**config.mk**
```make
export PLATFORM = sky130hd
export DESIGN_NAME = ifetch_flat
export DESIGN_NICKNAME = d
export VERILOG_FILES = /design/src/rtl/ifetch_pkg.sv /design/src/rtl/ifetch_if.sv /design/src/rtl/ifetch_pc_reg.sv /design/src/rtl/ifetch.sv /design/src/flat_wrapper.sv
export SDC_FILE = /design/constraint.sdc
export NUM_CORES = 1
export LEC_CHECK = 0
export BUFFER_PORTS_ARGS = -buffer_cell sky130_fd_sc_hd__buf_4
export CORE_MARGIN = 2
export CORE_UTILIZATION = 45
export CTS_CLUSTER_SIZE = 14
export DETAILED_ROUTE_END_ITERATION = 10
export PLACE_DENSITY = 0.78
export SETUP_SLACK_MARGIN = 0.1
export SLEW_MARGIN = 30
export SYNTH_ARGS = -nofsm -noshare
export SYNTH_HDL_FRONTEND = slang
export SYNTH_SLANG_ARGS = --single-unit
```
**constraint.sdc**
```tcl
create_clock -name clk -period 2.4 [get_ports clk]
set_clock_uncertainty 0.05 [all_clocks]
set_input_delay 0.36 -clock clk [delete_from_list [all_inputs] [get_ports clk]]
set_output_delay 0.36 -clock clk [all_outputs]
set_load 0.005 [all_outputs]
```
**src/rtl/ifetch_pkg.sv**
```systemverilog
// Shared definitions for the instruction fetch stage: FSM encoding, NOP word and
// default instruction width.
package ifetch_pkg;

  localparam int IFETCH_DW = 16;

  localparam logic [1:0] S_IDLE = 2'd0;
  localparam logic [1:0] S_REQ  = 2'd1;
  localparam logic [1:0] S_DONE = 2'd2;

  typedef enum logic [1:0] {
    IDLE = S_IDLE,
    REQ  = S_REQ,
    DONE = S_DONE
  } state_t;

  // Word handed to the IR when a fetch is abandoned by the watchdog.
  localparam logic [15:0] NOP = 16'h0000;

endpackage

```
**src/rtl/ifetch_if.sv**
```systemverilog
// Request/acknowledge read bus between the fetch stage (master) and the
// instruction memory (slave).
interface ifetch_if import ifetch_pkg::*; #(
  parameter int AW = 8,
  parameter int DW = IFETCH_DW
) ();

  logic [AW-1:0] addr;
  logic          req;
  logic          ack;
  logic [DW-1:0] rdata;

  modport master (output addr, output req, input ack, input rdata);
  modport slave  (input addr, input req, output ack, output rdata);

endinterface

```
**src/rtl/ifetch_pc_reg.sv**
```systemverilog
// Program counter for the fetch stage: direct loads in IDLE, pending jump capture
// while a read is outstanding, and increment or redirect when the read completes.
module pc_reg import ifetch_pkg::*; #(
  parameter int          AW     = 8,
  parameter int unsigned RST_PC = 0
) (
  input  logic          clk,
  input  logic          rst,
  input  logic          in_idle,
  input  logic          in_req,
  input  logic          complete,
  input  logic          abort,
  input  logic          ld,
  input  logic [AW-1:0] tgt,
  input  logic [AW-1:0] addr,
  output logic [AW-1:0] pc
);

  logic          pend;
  logic [AW-1:0] pend_tgt;

  // NOTE: registers update with non-blocking assignments so every branch below
  // sees the pre-edge values of pc, pend and pend_tgt.
  always_ff @(posedge clk) begin
    if (rst) begin
      pc       <= AW'(RST_PC);
      pend     <= 1'b0;
      pend_tgt <= '0;
    end else begin
      if (in_idle && ld)
        pc <= tgt;
      if (in_req) begin
        if (complete) begin
          // A jump arriving with the ack beats an older pending one.
          if (ld)
            pc <= tgt;
          else if (pend)
            pc <= pend_tgt;
          else
            pc <= addr + 1'b1;
          pend <= 1'b0;
        end else if (abort) begin
          pend <= 1'b0;
        end else if (ld) begin
          pend     <= 1'b1;
          pend_tgt <= tgt;
        end
      end
    end
  end

endmodule

```
**src/rtl/ifetch.sv**
```systemverilog
// Instruction fetch stage: IDLE/REQ/DONE read sequencer feeding the IR.
// Define IFETCH_TIMEOUT_EN to add the ack watchdog and sticky err flag.
module ifetch import ifetch_pkg::*; #(
  parameter int          AW      = 8,
  parameter int          DW      = IFETCH_DW,
  parameter int unsigned RST_PC  = 0,
  parameter int          TIMEOUT = 15
) (
  input  logic          clk,
  input  logic          rst,
  input  logic          fetch,
  input  logic          pc_ld,
  input  logic [AW-1:0] pc_tgt,
  ifetch_if.master      mem,
  output logic [DW-1:0] d_out,
  output logic          ir_ld,
  output logic [AW-1:0] pc,
  output logic          busy,
  output logic          err
);

  state_t state;
  logic   in_idle;
  logic   in_req;
  logic   complete;
  logic   abort;

  assign in_idle  = (state == IDLE);
  assign in_req   = (state == REQ);
  assign complete = in_req && mem.ack;

`ifdef IFETCH_TIMEOUT_EN
  logic [3:0] wdog;

  // An ack on the limit cycle takes priority over the watchdog.
  assign abort = in_req && !mem.ack && (wdog == 4'(TIMEOUT - 1));
`else
  assign abort = 1'b0;
  assign err   = 1'b0;
`endif

  pc_reg #(
    .AW     (AW),
    .RST_PC (RST_PC)
  ) u_pc_reg (
    .clk      (clk),
    .rst      (rst),
    .in_idle  (in_idle),
    .in_req   (in_req),
    .complete (complete),
    .abort    (abort),
    .ld       (pc_ld),
    .tgt      (pc_tgt),
    .addr     (mem.addr),
    .pc       (pc)
  );

  always_ff @(posedge clk) begin
    if (rst) begin
      state    <= IDLE;
      mem.addr <= '0;
      mem.req  <= 1'b0;
      d_out    <= '0;
      ir_ld    <= 1'b0;
      busy     <= 1'b0;
`ifdef IFETCH_TIMEOUT_EN
      wdog     <= '0;
      err      <= 1'b0;
`endif
    end else begin
      case (state)
        IDLE: begin
          if (fetch) begin
            mem.addr <= pc_ld ? pc_tgt : pc;
            mem.req  <= 1'b1;
            busy     <= 1'b1;
            state    <= REQ;
`ifdef IFETCH_TIMEOUT_EN
            wdog     <= '0;
`endif
          end
        end
        REQ: begin
          if (mem.ack) begin
            d_out   <= mem.rdata;
            mem.req <= 1'b0;
            ir_ld   <= 1'b1;
            state   <= DONE;
          end
`ifdef IFETCH_TIMEOUT_EN
          else if (abort) begin
            d_out   <= DW'(NOP);
            mem.req <= 1'b0;
            ir_ld   <= 1'b1;
            err     <= 1'b1;
            state   <= DONE;
          end else begin
            wdog <= wdog + 4'd1;
          end
`endif
        end
        DONE: begin
          ir_ld <= 1'b0;
          busy  <= 1'b0;
          state <= IDLE;
        end
        default: state <= IDLE;
      endcase
    end
  end

endmodule

```
**src/flat_wrapper.sv**
```systemverilog
// flat-port wrapper written by rule: the top's interface ports become plain ports
module ifetch_flat import ifetch_pkg::*;
#(
  parameter int          AW      = 8,
  parameter int          DW      = IFETCH_DW,
  parameter int unsigned RST_PC  = 0,
  parameter int          TIMEOUT = 15
)
  (clk, rst, fetch, pc_ld, pc_tgt, d_out, ir_ld, pc, busy, err, mem_addr, mem_req, mem_ack, mem_rdata);
  ifetch_if #(.AW(AW), .DW(DW)) mem_i ();
  input  logic clk;
  input  logic rst;
  input  logic fetch;
  input  logic pc_ld;
  input  logic [AW-1:0] pc_tgt;
  output logic [DW-1:0] d_out;
  output logic ir_ld;
  output logic [AW-1:0] pc;
  output logic busy;
  output logic err;
  output wire logic [$bits(mem_i.addr)-1:0] mem_addr;
  output wire logic [$bits(mem_i.req)-1:0] mem_req;
  input wire logic [$bits(mem_i.ack)-1:0] mem_ack;
  input wire logic [$bits(mem_i.rdata)-1:0] mem_rdata;
  assign mem_addr = mem_i.addr;
  assign mem_req = mem_i.req;
  assign mem_i.ack = mem_ack;
  assign mem_i.rdata = mem_rdata;
  ifetch #(.AW(AW), .DW(DW), .RST_PC(RST_PC), .TIMEOUT(TIMEOUT)) u_core (.clk(clk), .rst(rst), .fetch(fetch), .pc_ld(pc_ld), .pc_tgt(pc_tgt), .mem(mem_i), .d_out(d_out), .ir_ld(ir_ld), .pc(pc), .busy(busy), .err(err));
endmodule
```
==> run_results.csv <==
group,metric,value,unit
critical_path,worst_r2r_endpoint,"u_core.u_pc_reg.pc[4]",
power,cellPowerDensity,609,mW/mm²
logic_synthesis,post_synth_instance_area,0.00209,mm²
min_path,hold_path_depth,3,
critical_path,worst_case_reg_to_reg_path_depth,5,
drt,detailedRoute.firstPassIterationCount,4,
drt,route.met3.wl,389,µm
die,top_level_pins,65,
layout,design_area,0.00265,mm²
timing,final.setup.tns,0,ns
drt,avgRoutedWirePerCell,13.6,µm
clock_tree,cts_post_setup_buffers_inserted,0,
clock_tree,max-clock-path-buffers,2,
clock_tree,cts_tree,"yes",
power,vdd_drop_max,0.424,mV
layout,layout-area-overhead-vs-synth,27.2,%
critical_path,critical_path_buf_inv_count,0,
critical_path,worstSetupPathType,"reg2reg",
clock_tree,cts.htree.levels,2,
timing,final-max-slew-violation-count,0,
min_path,min_delay_worst_endpoint,"u_core.d_out[10]",
clock_tree,cts.hold.buffers_added,0,
timing,min_period,1.79,ns
drt,routed.top_layer,"met4",
critical_path,timing.reg2reg.setup_slack,0.61,ns
die,dieArea,0.00520,mm²
logic_synthesis,ys_ff_latch,46,
job,maxCapViolCount,0,
drt,drc,0,
timing,grt_setup_unrepaired,"no",
layout,largest_register_ff_count,16,
logic_synthesis,synth_seq_area_share,44.1,%
clock_tree,cts_resized,0,
clock_tree,later_pin_clock_latency_in_the_skew_report,0.29,ns
drt,detailroute.via_count,1891,
logic_synthesis,synth.distinct_cells,37,
critical_path,cell_class_contributing_the_biggest_share_of_worst_path_delay,"compound AO/OA/AOI/OAI gates",
critical_path,timing.critical_path.fanout_max,7,
logic_synthesis,ys_warn_count,0,
min_path,hold_path.startpoint,"mem_rdata[10]",
critical_path,critPathLaunchType,"register",
timing,maxClockFrequency,0.558,GHz
clock_tree,cts_sinks,46,
die,placeableCoreArea,0.00441,mm²
placed_design,hpwl,3290,µm
layout,n_antenna_cell,0,
critical_path,worstReg2RegStart,"u_core.mem.addr[0]",
drt,detailed_route_wire_length,4810,µm
power,power.static_leakage,1.11,nW
timing,finalHoldViolCount,0,
timing,slew_headroom,55.6,%
global_route,grt_pass1_wl,7980,µm
die,die_w,72.1,µm
drt,dr.first_iter.drc_count,142,
placed_design,port_buffer_cells,63,
critical_path,crit_chain,"ha_1, nand3_1, xnor2_1, o21ai_0, a2111oi_0",
min_path,worst_min_delay_path_class,"in2reg",
layout,fin_nets,331,
drt,met2_wirelength_from_detailed_routing,2170,µm
critical_path,crit_required,2.49,ns
global_route,globalRouteTotalUtil,19.2,%
clock_tree,path_clk_slew,0.08,ns
logic_synthesis,synth_edf_count,0,
logic_synthesis,share_of_flip_flops_with_an_asynchronous_set_or_reset,0,%
timing,period_share,74.7,%
critical_path,timing.critical_path.slowest_cell_delay,0.49,ns
layout,drive_above_1_share,25.5,%
critical_path,critical_path.slowest_cell,"sky130_fd_sc_hd__a2111oi_0",
global_route,via_count_of_the_first_global_routing_pass,1786,
clock_tree,cts_root_buffer,"sky130_fd_sc_hd__clkbuf_8",
critical_path,timing.critical_path.to_type,"register",
layout,fillers,395,
global_route,overflow,0,
drt,avgViaCountPerCell,5.34,
logic_synthesis,ys_dominant_reg_cell,"sky130_fd_sc_hd__dfxtp_1",
timing,worstMarginPinSlew,0.665,ns
clock_tree,cts_inserted_buffers,5,
die,starting_utilization_of_the_core_area,47.3,%
timing,setup_viol,0,
placed_design,gpl.final_weighted_congestion,0.790,
global_route,antenna_found_initial,0,
outcome,outcome,"finished, final reports clean",
logic_synthesis,synthCells,247,
logic_synthesis,syn_nets,277,
critical_path,worstPathArrival,1.88,ns
logic_synthesis,postSynthAreaPerCell,8.45,µm²
drt,met1Wirelength,2200,µm
global_route,grt_start_max_net_pins,47,
layout,max_flop_register,"u_core.d_out",
die,fp.dieH,72.1,µm
placed_design,placement.cell_area,0.00256,mm²
drt,final_antenna_net_count,0,
die,placementRows,24,
==> report_power, final <==
group	total, W	leakage, nW	switching, W	internal (W)
Combinational	0.000278	0.684	0.000130	0.000148
Sequential	0.000856	0.376	0.0000478	0.000809
Clock	0.000482	0.0482	0.000249	0.000233
Total	0.00162	1.11	0.000427	0.00119
==> kinds of logic (layout without fill, tap and decap cells) <==
kind of cell,Yosys count,count (layout),synth area share (%)
other cells,1,1,0.180
mux,22,22,10.6
xor+xnor,3,3,1.26
fa+ha+maj,1,1,0.599
simple gates,87,87,18.5
buf+inv,25,80,6.06
compound gates,62,62,18.7
flops,46,46,44.1
==> final cells by class <==
type | count | area, µm² | share of cell area (%)
multi-input combinational | 176 | 1050 | 39.4
sequential | 46 | 921 | 34.7
timing repair buffer | 66 | 508 | 19.1
clock buffer | 7 | 86.3 | 3.25
tap | 52 | 65.1 | 2.45
inverter | 6 | 22.5 | 0.849
clock inverter | 1 | 5.00 | 0.189
==> layout by cell type, fill, tap and decap left out <==
master / n
sky130_fd_sc_hd__nor4_1: 1
sky130_fd_sc_hd__or4_1: 1
sky130_fd_sc_hd__nor2_1: 34
sky130_fd_sc_hd__xnor2_1: 2
sky130_fd_sc_hd__a21oi_1: 31
sky130_fd_sc_hd__clkinv_2: 1
sky130_fd_sc_hd__nand2b_1: 2
sky130_fd_sc_hd__nor2b_1: 1
sky130_fd_sc_hd__a2111oi_0: 2
sky130_fd_sc_hd__inv_1: 6
sky130_fd_sc_hd__or2_2: 1
sky130_fd_sc_hd__nor4bb_2: 1
sky130_fd_sc_hd__mux2i_1: 22
sky130_fd_sc_hd__ha_1: 1
sky130_fd_sc_hd__clkbuf_8: 6
sky130_fd_sc_hd__o21ai_0: 3
sky130_fd_sc_hd__nand2_1: 33
sky130_fd_sc_hd__xor2_1: 1
sky130_fd_sc_hd__and2_1: 1
sky130_fd_sc_hd__nor2_2: 1
sky130_fd_sc_hd__a31oi_1: 1
sky130_fd_sc_hd__a22oi_1: 1
sky130_fd_sc_hd__o21a_1: 4
sky130_fd_sc_hd__o211a_1: 1
sky130_fd_sc_hd__nor3b_4: 1
sky130_fd_sc_hd__nand3_1: 5
sky130_fd_sc_hd__nand4_1: 1
sky130_fd_sc_hd__nor3_1: 2
sky130_fd_sc_hd__buf_12: 1
sky130_fd_sc_hd__o211ai_1: 1
sky130_fd_sc_hd__buf_4: 65
sky130_fd_sc_hd__nand3b_1: 1
sky130_fd_sc_hd__conb_1: 1
sky130_fd_sc_hd__and3_1: 1
sky130_fd_sc_hd__a211oi_1: 13
sky130_fd_sc_hd__dfxtp_1: 46
sky130_fd_sc_hd__a221oi_1: 5
sky130_fd_sc_hd__clkbuf_1: 1
==> Yosys cell counts, types with 2 or more instances <==
master / n / area share [%]
sky130_fd_sc_hd__dfxtp_1: 46 / 44
sky130_fd_sc_hd__nor2_1: 34 / 6.1
sky130_fd_sc_hd__nand2_1: 33 / 5.9
sky130_fd_sc_hd__a21oi_1: 31 / 7.4
sky130_fd_sc_hd__mux2i_1: 22 / 11
sky130_fd_sc_hd__a211oi_1: 13 / 4.7
sky130_fd_sc_hd__buf_2: 11 / 2.6
sky130_fd_sc_hd__inv_1: 6 / 1.1
sky130_fd_sc_hd__a221oi_1: 5 / 2.1
sky130_fd_sc_hd__clkbuf_1: 5 / 0.90
sky130_fd_sc_hd__nand3_1: 5 / 1.2
sky130_fd_sc_hd__o21a_1: 4 / 1.4
sky130_fd_sc_hd__o21ai_0: 3 / 0.72
sky130_fd_sc_hd__a2111oi_0: 2 / 0.84
sky130_fd_sc_hd__buf_6: 2 / 1.1
sky130_fd_sc_hd__nand2b_1: 2 / 0.60
sky130_fd_sc_hd__nor3_1: 2 / 0.48
sky130_fd_sc_hd__xnor2_1: 2 / 0.84
==> layer usage <==
metal  GRT usage (%)  vias to the layer above
li1                -                      965
met1            24.3                      846
met2            30.3                       72
met3            6.39                        8
met4            7.34                        0
met5               0                        -
==> worst reg2reg max path, stage by stage, from the launching register on <==
cell	delay (ns)
sky130_fd_sc_hd__dfxtp_1	0.48
sky130_fd_sc_hd__ha_1	0.27
sky130_fd_sc_hd__nand3_1	0.12
sky130_fd_sc_hd__xnor2_1	0.15
sky130_fd_sc_hd__o21ai_0	0.08
sky130_fd_sc_hd__a2111oi_0	0.49
==> worst max-delay path by stage <==
stage | start | end | slack, ns | cells after the start
4_1_cts | u_core.mem.addr[0] | u_core.u_pc_reg.pc[4] | 0.59 | 5
5_1_grt | u_core.state[0] | u_core.u_pc_reg.pc[5] | 0.46 | 4
6_report | u_core.mem.addr[0] | u_core.u_pc_reg.pc[4] | 0.61 | 5
3_3_place_gp | pc_ld | u_core.u_pc_reg.pend_tgt[7] | 0.57 | 5
2_1_floorplan | u_core.mem.addr[0] | u_core.u_pc_reg.pc[4] | 0.98 | 5
3_5_place_dp | pc_ld | u_core.u_pc_reg.pend_tgt[6] | 0.52 | 5
==> per-stage QoR <==
step                      util [%]  instances  total power (W)  setup WS, ns  hold slack (ns)
after CTS                     60.1        354          0.00163         0.591            0.248
after global placement        58.0        346          0.00115         0.567            0.392
after global routing          60.1        354          0.00170         0.456            0.250
after detailed placement      58.0        346          0.00115         0.520            0.397
final                         60.1        354          0.00162         0.607            0.258
after floorplan                  -        247          0.00102         0.980            0.403
Power figures use the tool's default switching activity.
